[config.mk]
export PLATFORM = sky130hd
export DESIGN_NAME = conway_sequencer
export DESIGN_NICKNAME = d
export VERILOG_FILES = /design/src/rtl/conway_sequencer.sv
export SDC_FILE = /design/constraint.sdc
export NUM_CORES = 1
export LEC_CHECK = 0
export CAP_MARGIN = 0
export CORE_MARGIN = 4
export CORE_UTILIZATION = 40
export DETAILED_ROUTE_END_ITERATION = 12
export HOLD_SLACK_MARGIN = 0.06
export MAX_ROUTING_LAYER = met4
export PLACE_DENSITY = 0.79
export SLEW_MARGIN = 20
export SYNTH_ARGS = -nofsm -noshare
export SYNTH_HDL_FRONTEND = slang
export SYNTH_SLANG_ARGS = --single-unit
[constraint.sdc]
create_clock -name clk -period 1.45 [get_ports clk]
set_input_delay 0.29 -clock clk [delete_from_list [all_inputs] [get_ports clk]]
set_output_delay 0.29 -clock clk [all_outputs]
set_load 0.02 [all_outputs]
[src/rtl/conway_sequencer.sv]
// Sequencer for the Conway grid memory: serial grid load, then free-run or single-step generations.
// Optional generation counter: define CONWAY_SEQ_GEN_COUNT_EN to build it (otherwise gen_count is 0).
module conway_sequencer #(
    parameter int DATA_SIZE = 8,
    parameter int GEN_DIV   = 4,
    parameter int GEN_W     = 16
) (
    input  logic             clk,
    input  logic             reset_n,
    input  logic             load_start,
    input  logic             serial_valid,
    input  logic             serial_data,
    input  logic             run_enable,
    input  logic             step,
    output logic             mem_serial,
    output logic             mem_load,
    output logic             mem_run,
    output logic             load_done,
    output logic             busy,
    output logic [GEN_W-1:0] gen_count
);

    // state | meaning
    // IDLE  | no complete grid loaded yet; only load_start is honoured
    // LOAD  | shifting DATA_SIZE serial bits into memory
    // HALT  | grid loaded, waiting for run_enable, step or a new load
    // RUN   | free-running, one generation every GEN_DIV cycles
    typedef enum logic [1:0] {
        ST_IDLE = 2'd0,
        ST_LOAD = 2'd1,
        ST_HALT = 2'd2,
        ST_RUN  = 2'd3
    } state_e;

    localparam int CW = $clog2(DATA_SIZE + 1);
    localparam int PW = (GEN_DIV > 1) ? $clog2(GEN_DIV) : 1;
    localparam logic [PW-1:0] PRE_TC = PW'(GEN_DIV - 1);

    state_e         state_q, state_d;
    logic [CW-1:0]  bit_cnt_q, bit_cnt_d;
    logic [PW-1:0]  pre_q, pre_d;
    logic           mem_serial_q, mem_serial_d;
    logic           mem_load_q, mem_load_d;
    logic           mem_run_q, mem_run_d;
    logic           load_done_q, load_done_d;
    logic           busy_q, busy_d;
    logic           gen_inc, gen_clr;

    always_comb begin
        state_d      = state_q;
        bit_cnt_d    = bit_cnt_q;
        pre_d        = pre_q;
        mem_serial_d = 1'b0;
        mem_load_d   = 1'b0;
        mem_run_d    = 1'b0;
        load_done_d  = 1'b0;
        gen_inc      = 1'b0;
        gen_clr      = 1'b0;
        case (state_q)
            ST_IDLE: begin
                if (load_start) begin
                    state_d   = ST_LOAD;
                    bit_cnt_d = '0;
                    gen_clr   = 1'b1;
                end
            end
            ST_LOAD: begin
                if (serial_valid) begin
                    mem_load_d   = 1'b1;
                    mem_serial_d = serial_data;
                    bit_cnt_d    = bit_cnt_q + CW'(1);
                    if (bit_cnt_q == CW'(DATA_SIZE - 1)) begin
                        load_done_d = 1'b1;
                        state_d     = ST_HALT;
                    end
                end
            end
            ST_HALT: begin
                if (load_start) begin
                    state_d   = ST_LOAD;
                    bit_cnt_d = '0;
                    gen_clr   = 1'b1;
                end else if (run_enable) begin
                    state_d = ST_RUN;
                    pre_d   = PRE_TC;
                end else if (step) begin
                    mem_run_d = 1'b1;
                    gen_inc   = 1'b1;
                end
            end
            ST_RUN: begin
                // Leaving RUN never issues the pending generation.
                if (load_start) begin
                    state_d   = ST_LOAD;
                    bit_cnt_d = '0;
                    gen_clr   = 1'b1;
                end else if (!run_enable) begin
                    state_d = ST_HALT;
                    pre_d   = PRE_TC;
                end else if (pre_q == '0) begin
                    mem_run_d = 1'b1;
                    gen_inc   = 1'b1;
                    pre_d     = PRE_TC;
                end else begin
                    pre_d = pre_q - PW'(1);
                end
            end
            default: state_d = ST_IDLE;
        endcase
        busy_d = (state_d == ST_LOAD) || (state_d == ST_RUN);
    end

    always_ff @(posedge clk or negedge reset_n) begin
        if (!reset_n) begin
            state_q      <= ST_IDLE;
            bit_cnt_q    <= '0;
            pre_q        <= PRE_TC;
            mem_serial_q <= 1'b0;
            mem_load_q   <= 1'b0;
            mem_run_q    <= 1'b0;
            load_done_q  <= 1'b0;
            busy_q       <= 1'b0;
        end else begin
            state_q      <= state_d;
            bit_cnt_q    <= bit_cnt_d;
            pre_q        <= pre_d;
            mem_serial_q <= mem_serial_d;
            mem_load_q   <= mem_load_d;
            mem_run_q    <= mem_run_d;
            load_done_q  <= load_done_d;
            busy_q       <= busy_d;
        end
    end

    assign mem_serial = mem_serial_q;
    assign mem_load   = mem_load_q;
    assign mem_run    = mem_run_q;
    assign load_done  = load_done_q;
    assign busy       = busy_q;

`ifdef CONWAY_SEQ_GEN_COUNT_EN
    logic [GEN_W-1:0] gen_count_q, gen_count_d;

    always_comb begin
        gen_count_d = gen_count_q;
        if (gen_clr) begin
            gen_count_d = '0;
        end else if (gen_inc) begin
            gen_count_d = gen_count_q + GEN_W'(1);
        end
    end

    always_ff @(posedge clk or negedge reset_n) begin
        if (!reset_n) begin
            gen_count_q <= '0;
        end else begin
            gen_count_q <= gen_count_d;
        end
    end

    assign gen_count = gen_count_q;
`else
    logic unused_gen;
    assign unused_gen = gen_inc ^ gen_clr;
    assign gen_count  = '0;
`endif

endmodule

==> results of run 1 <==
## logic make-up after synthesis
| kind of cell | share of synthesized area (%) |
|---|---|
| DFF | 46.6 |
| and+or+nand+nor | 14.6 |
| muxes | 1.73 |
| xor gates and xnor gates | 1.35 |
| adders and majority gates | 3.85 |
| other | 0.577 |
| buffers and inverters | 20.2 |
| AOI/OAI and AO/OA | 11.0 |
## state kept, by name, indices dropped and copies added, names as in the netlist
name and cells:
mem_load 1, mem_run 1, state_q 2, bit_cnt_q 4, load_done 1, pre_q 2
mem_serial 1
## per-stage QoR
stage	hold slack [ns]	instance area, um^2	instances	setup WS [ns]
6_report	0.320	798	101	0.181
5_1_grt	0.322	798	101	0.105
4_1_cts	0.318	798	101	0.164
3_5_place_dp	0.498	768	97	-0.0568
3_3_place_gp	0.487	768	97	-0.0350
2_1_floorplan	-0.00559	706	79	0.206
## area by class of cell
type / instances / area (um^2) / share of cell area (%)
Clock buffer: 4 / 36.3 / 4.55
Inverter: 3 / 11.3 / 1.41
Multi-Input combinational cell: 48 / 272 / 34.0
Sequential cell: 12 / 303 / 37.9
Tap cell: 16 / 20.0 / 2.51
Timing Repair Buffer: 18 / 156 / 19.6
## how the worst max path moves through the flow
stage,start,to,slack [ns],cells after the start
6_report,state_q[0]$_DFF_PN0_,busy,0.18,1
2_1_floorplan,state_q[0]$_DFF_PN0_,bit_cnt_q[3]$_DFFE_PN0P_,0.21,3
5_1_grt,state_q[1]$_DFF_PN0_,bit_cnt_q[3]$_DFFE_PN0P_,0.10,3
3_5_place_dp,serial_valid,bit_cnt_q[3]$_DFFE_PN0P_,-0.06,4
3_3_place_gp,serial_valid,bit_cnt_q[3]$_DFFE_PN0P_,-0.03,4
4_1_cts,state_q[0]$_DFF_PN0_,busy,0.16,1
## power breakdown
part | internal [mW] | leakage (nW) | switching [mW]
Sequential | 0.449 | 0.147 | 0.0669
Combinational | 0.218 | 0.239 | 0.264
Clock | 0.152 | 0.0210 | 0.112
Total | 0.820 | 0.407 | 0.442
## placed cells by master, fill, tap and decap left out, types with 2 or more instances in the layout
cell,instances
a21oi_1,3
buf_4,7
clkbuf_4,3
clkdlybuf4s50_1,6
conb_1,16
dfrtp_1,10
dfstp_2,2
dlygate4sd2_1,5
ha_1,2
inv_1,2
nand2_1,4
nand2b_1,2
nand3_1,2
nor2_1,2
o21ai_1,4
or3_1,2
## metal layers
| layer | vias to the layer above | share of wire [%] |
|---|---|---|
| met1 | 198 | 39 |
| li1 | 226 | - |
| met2 | 21 | 53 |
| met4 | 0 | 0.61 |
| met3 | 2 | 7.7 |
| met5 | - | 0 |
## worst register-to-register path: stages, from the launching register on
cell and delay (ns):
dfrtp_1 0.42, nand3b_2 0.27, or3_1 0.38, a22oi_2 0.12
## cells in the mapped netlist
cell type  count
a21boi_1       1
nand3b_2       1
mux2_2         1
xor2_1         1
a22oi_2        1
nand3_1        2
or3_1          2
nand2_1        4
and2_1         1
buf_4         16
a21oi_1        3
a22o_1         1
conb_1         1
inv_2          1
nor2b_1        1
dfrtp_1       10
nor3_1         1
inv_1          2
nor2_1         2
dfstp_2        2
nand2b_1       2
nand4b_1       1
ha_1           2
o31ai_1        1
o21ai_1        4
==> run metrics, run 1 <==
vias in the first global route 410; final period utilization 87.5%; synthesized flop and latch total 12; cts hold-fix bufs 0; synth-to-layout area growth 22.9%; setup TNS 0 ns; CTS root buf clkbuf_4; antenna viol nets, final 0; Tot Pwr about 1.3 mW; Max Slew Vio Count 0; syn avg cell area approximately 10 um^2; Peak VDD IR 0.537 mV; Ports 28; CP peak stage delay 0.39 ns; drt pass-1 iters 4; antenna violations before repair 0; P_leak approximately 0.4 nW; CP top delay family flip-flops; RSZ-0062 raised after global routing false; Data arrival, critical path 0.98 ns; # clock sinks 12; CTS tree yes; Cell Pwr Density 1580 nW/um^2; Critical Path End Type output port; Initial DRC Count 8; met1 Track Usage GR 13.2%; post-synth top area cell dfrtp_1; worst-path cell chain dlygate4sd2_1; via count of the routed design 447; deepest clock path buffer count 2; R2R Setup Slk 0.19 ns; Critical Path RT 1.16 ns; final setup violation count 0; die area 2330 um^2; Die X 48.3 um; top cells by area, synth dfrtp_1 39%, buf_4 18%, dfstp_2 8.1%; die height 48.3 um; Critical-path top delay cell dfrtp_1; MaxCap Viol Count 0; Syn Inst Count between 60 and 70; Worst R2R End bit_cnt_q[3]$_DFFE_PN0P_; post-CTS setup buffer count 0; Worst Path Max Fanout 2; status completed; post-synthesis cell area 649 um^2; post_cts resized 5; YS warnings 0; Reg-to-Reg Start state_q[1]$_DFF_PN0_; max frequency 788 MHz; Fill cells 145; met3 Use GR under 10%; port bufs 11; total wire length 1.15 mm; first-pass GRT wire length 1.72 mm; Remaining DRCs 0; Total GRT Usage 11.9%; CTS H-Tree Depth 1; grt total ovfl 0; DR WL/cell 11.4 um; Reg clk slew, reported paths 0.08 ns; hold crit path type in2async; Hold Vio Cnt, Final 0; Layout Skew ~0.0032 ns; final core occ between 50% and 60%; layout cell share with drive strength beyond 1 20.0%; Clock Latency Late Sink about 0.27 ns; final net count 95; Tmin final 1.27 ns; nature of the critical path startpoint flop; HPWL after DPL 929 um; met2 usage 17.2%; Initial Utilization 42.6%; Final GP Congestion 0.934; WS Path Type reg2out; antenna cells 0; core area 1520 um^2; CP bufs+invs 1; drt via density between 4 and 5; post-synth top area share roughly two fifths; cts bufs inserted 3; grt peak-use layer met2; Seq/Total Area, Yosys 46.6%; largest net degree at the start of global routing 13; row cnt 14; Unique masters post-synth 25; FF-to-FF path depth 3
Note: power is estimated with default switching activity, not from simulation.
==> run 2: changes to the inputs <==
--- a/config.mk
+++ b/config.mk
@@ -12,6 +12,7 @@
 export HOLD_SLACK_MARGIN = 0.06
 export MAX_ROUTING_LAYER = met4
 export PLACE_DENSITY = 0.79
+export REMOVE_ABC_BUFFERS = 1
 export SLEW_MARGIN = 20
 export SYNTH_ARGS = -nofsm -noshare
 export SYNTH_HDL_FRONTEND = slang
==> run metrics, run 2 (synthesis gave the netlist of run 1 again) <==
status completed (unchanged); sequential share of power 42.3% (was 40.9%); CP peak stage delay 0.43 ns (was 0.39 ns); Initial DRC Count 5 (was 8); via count of the routed design 454 (was 447); nature of the critical path startpoint flop (unchanged); Remaining DRCs 0 (unchanged); Logic pwr share 40.7% (was 38.2%); Tot Pwr 1.22 mW (was 1.26 mW); synth-to-layout area growth 22.5% (was 22.9%); first-pass GRT wire length 1.66 mm (was 1.72 mm); Tmin final 1.26 ns (was 1.27 ns); Regs by FF count bit_cnt_q (4), pre_q (2), state_q (2) (unchanged); met3 Use GR 2.21% (was 4.43%); vias in the first global route 412 (was 410); Fill cells 146 (was 145); largest net degree at the start of global routing 13 (unchanged); Ports 28 (unchanged); CTS root buf clkbuf_4 (unchanged); post-CTS setup buffer count 0 (unchanged); antenna cells 0 (unchanged); HPWL after DPL 919 um (was 929 um); antenna viol nets, final 0 (unchanged); final net count 96 (was 95); sequential cell area 303 um^2 (unchanged); most common cell after layout, fill and taps aside conb_1 (unchanged); Hold Vio Cnt, Final 0 (unchanged); port bufs 11 (unchanged); R2R Setup Slk 0.19 ns (about the same); Final GP Congestion 0.804 (was 0.934); Clock Latency Late Sink 0.27 ns (about the same); cts bufs inserted 3 (unchanged); RSZ-0062 raised after global routing false (unchanged); MaxCap Viol Count 0 (unchanged); Placement Setup Slack -0.0614 ns (was -0.0568 ns); grt total ovfl 0 (unchanged); Reg with most FFs bit_cnt_q (unchanged); die area 2330 um^2 (unchanged); Worst Path Max Fanout 5 (was 2); max frequency 791 MHz (was 788 MHz); met2 usage 17.7% (was 17.2%); Int Pwr 0.786 mW (was 0.820 mW); final period utilization 87.2% (was 87.5%); grt peak-use layer met2 (unchanged); deepest clock path buffer count 2 (unchanged); Die X 48.3 um (unchanged); Initial Utilization 42.6% (unchanged); P_leak 0.405 nW (was 0.407 nW); Peak VDD IR 0.753 mV (was 0.537 mV); Min Hold Slack 0.311 ns (was 0.320 ns); layout cell share with drive strength beyond 1 19.8% (was 20.0%); met1 Track Usage GR 12.6% (was 13.2%); hold crit path type in2async (unchanged); CP bufs+invs 0 (was 1); DR WL/cell 10.8 um (was 11.4 um); antenna violations before repair 0 (unchanged); Clk network pwr share 17.0% (was 20.9%); footprint of the multi-input gates 272 um^2 (unchanged); most frequent cells in the layout 16 x conb_1, 10 x dfrtp_1, 8 x buf_4, 6 x clkdlybuf4s50_1, 5 x dlygate4sd2_1 (was 16 x conb_1, 10 x dfrtp_1, 7 x buf_4, 6 x clkdlybuf4s50_1, 5 x dlygate4sd2_1); worst-path cell chain nand3b_2, or3_1, a22oi_2 (was dlygate4sd2_1); # clock sinks 12 (unchanged); Net Switching 0.433 mW (was 0.442 mW); final core occ 52.2% (was 52.4%); Total GRT Usage 10.8% (was 11.9%); Layout Skew 0.00676 ns (was 0.00321 ns); CTS tree yes (unchanged); die height 48.3 um (unchanged); Cell Pwr Density 1530 nW/um^2 (was 1580 nW/um^2); core area 1520 um^2 (unchanged); WS Path Type reg2reg (was reg2out); drt pass-1 iters 4 (unchanged); Data arrival, critical path 1.46 ns (was 0.98 ns); Max Slew Vio Count 0 (unchanged); Critical Path RT 1.64 ns (was 1.16 ns); max FFs per register 4 (unchanged); total wire length 1.10 mm (was 1.15 mm); drt via density 4.45 (was 4.43); Critical-path top delay cell dfrtp_1 (unchanged); final setup margin 0.186 ns (was 0.181 ns); row cnt 14 (unchanged); final setup violation count 0 (unchanged); Critical Path End Type flop (was output port); CP top delay family simple AND/OR/NAND/NOR gates (was flip-flops); CTS H-Tree Depth 1 (unchanged); Switching Fraction 35.5% (was 35.0%); Reg clk slew, reported paths 0.07 ns (was 0.08 ns)
## run 2: cell count changes in the layout (fill, tap and decap cells not counted), sizes merged
cell  previous run  this run
buf              7         8
## run 2: metrics by stage
| stage | std cells | cell area (um^2) | TNS (ns) |
|---|---|---|---|
| 3_5_place_dp | 98 | 776 | -0.0901 |
| 6_report | 102 | 796 | 0 |
| 5_1_grt | 102 | 796 | 0 |
| 3_3_place_gp | 98 | 776 | -0.0178 |
| 4_1_cts | 102 | 796 | 0 |
| 2_1_floorplan | 63 | 586 | 0 |
## run 2: power by group through the flow
| stage | registers [mW] | logic [mW] | clock network (mW) |
|---|---|---|---|
| finish | 0.516 | 0.497 | 0.207 |
| floorplan | 0.558 | 0.269 | 0 |
| global route | 0.529 | 0.551 | 0.231 |
| global placement | 0.519 | 0.500 | 0 |
| detailed placement | 0.522 | 0.524 | 0 |
| CTS | 0.516 | 0.502 | 0.219 |
## run 2: final timing paths
check	start	cells past startpoint	end
max	state_q[1]$_DFF_PN0_	3	bit_cnt_q[3]$_DFFE_PN0P_
min	reset_n	2	state_q[1]$_DFF_PN0_
max reg2reg	state_q[1]$_DFF_PN0_	3	bit_cnt_q[3]$_DFFE_PN0P_
min reg2reg	bit_cnt_q[3]$_DFFE_PN0P_	1	state_q[1]$_DFF_PN0_
max in group asynchronous	reset_n	2	pre_q[0]$_DFFE_PN1P_
min in group clk	bit_cnt_q[3]$_DFFE_PN0P_	1	state_q[1]$_DFF_PN0_
## run 2: final cells by class
type	instances	share of cell area, %
clock buffer	4	3.30
inverter	3	1.42
multi-input combinational	48	34.1
sequential	12	38.1
tap	16	2.52
timing repair buffer	19	20.6
## run 2: timing repair
item / 4_1_cts / 5_1_grt
endpoints found under the setup margin: 5 / 0
gates resized for setup: 5 / 0
hold buffers: 0 / 0
hold endpoints to repair: 0 / 0
## run 2: metal layers
layer | share of wire, % | vias to the layer above
li1 | - | 226
met1 | 41 | 209
met2 | 50 | 19
met3 | 8.7 | 0
met4 | 0 | 0
met5 | 0 | -
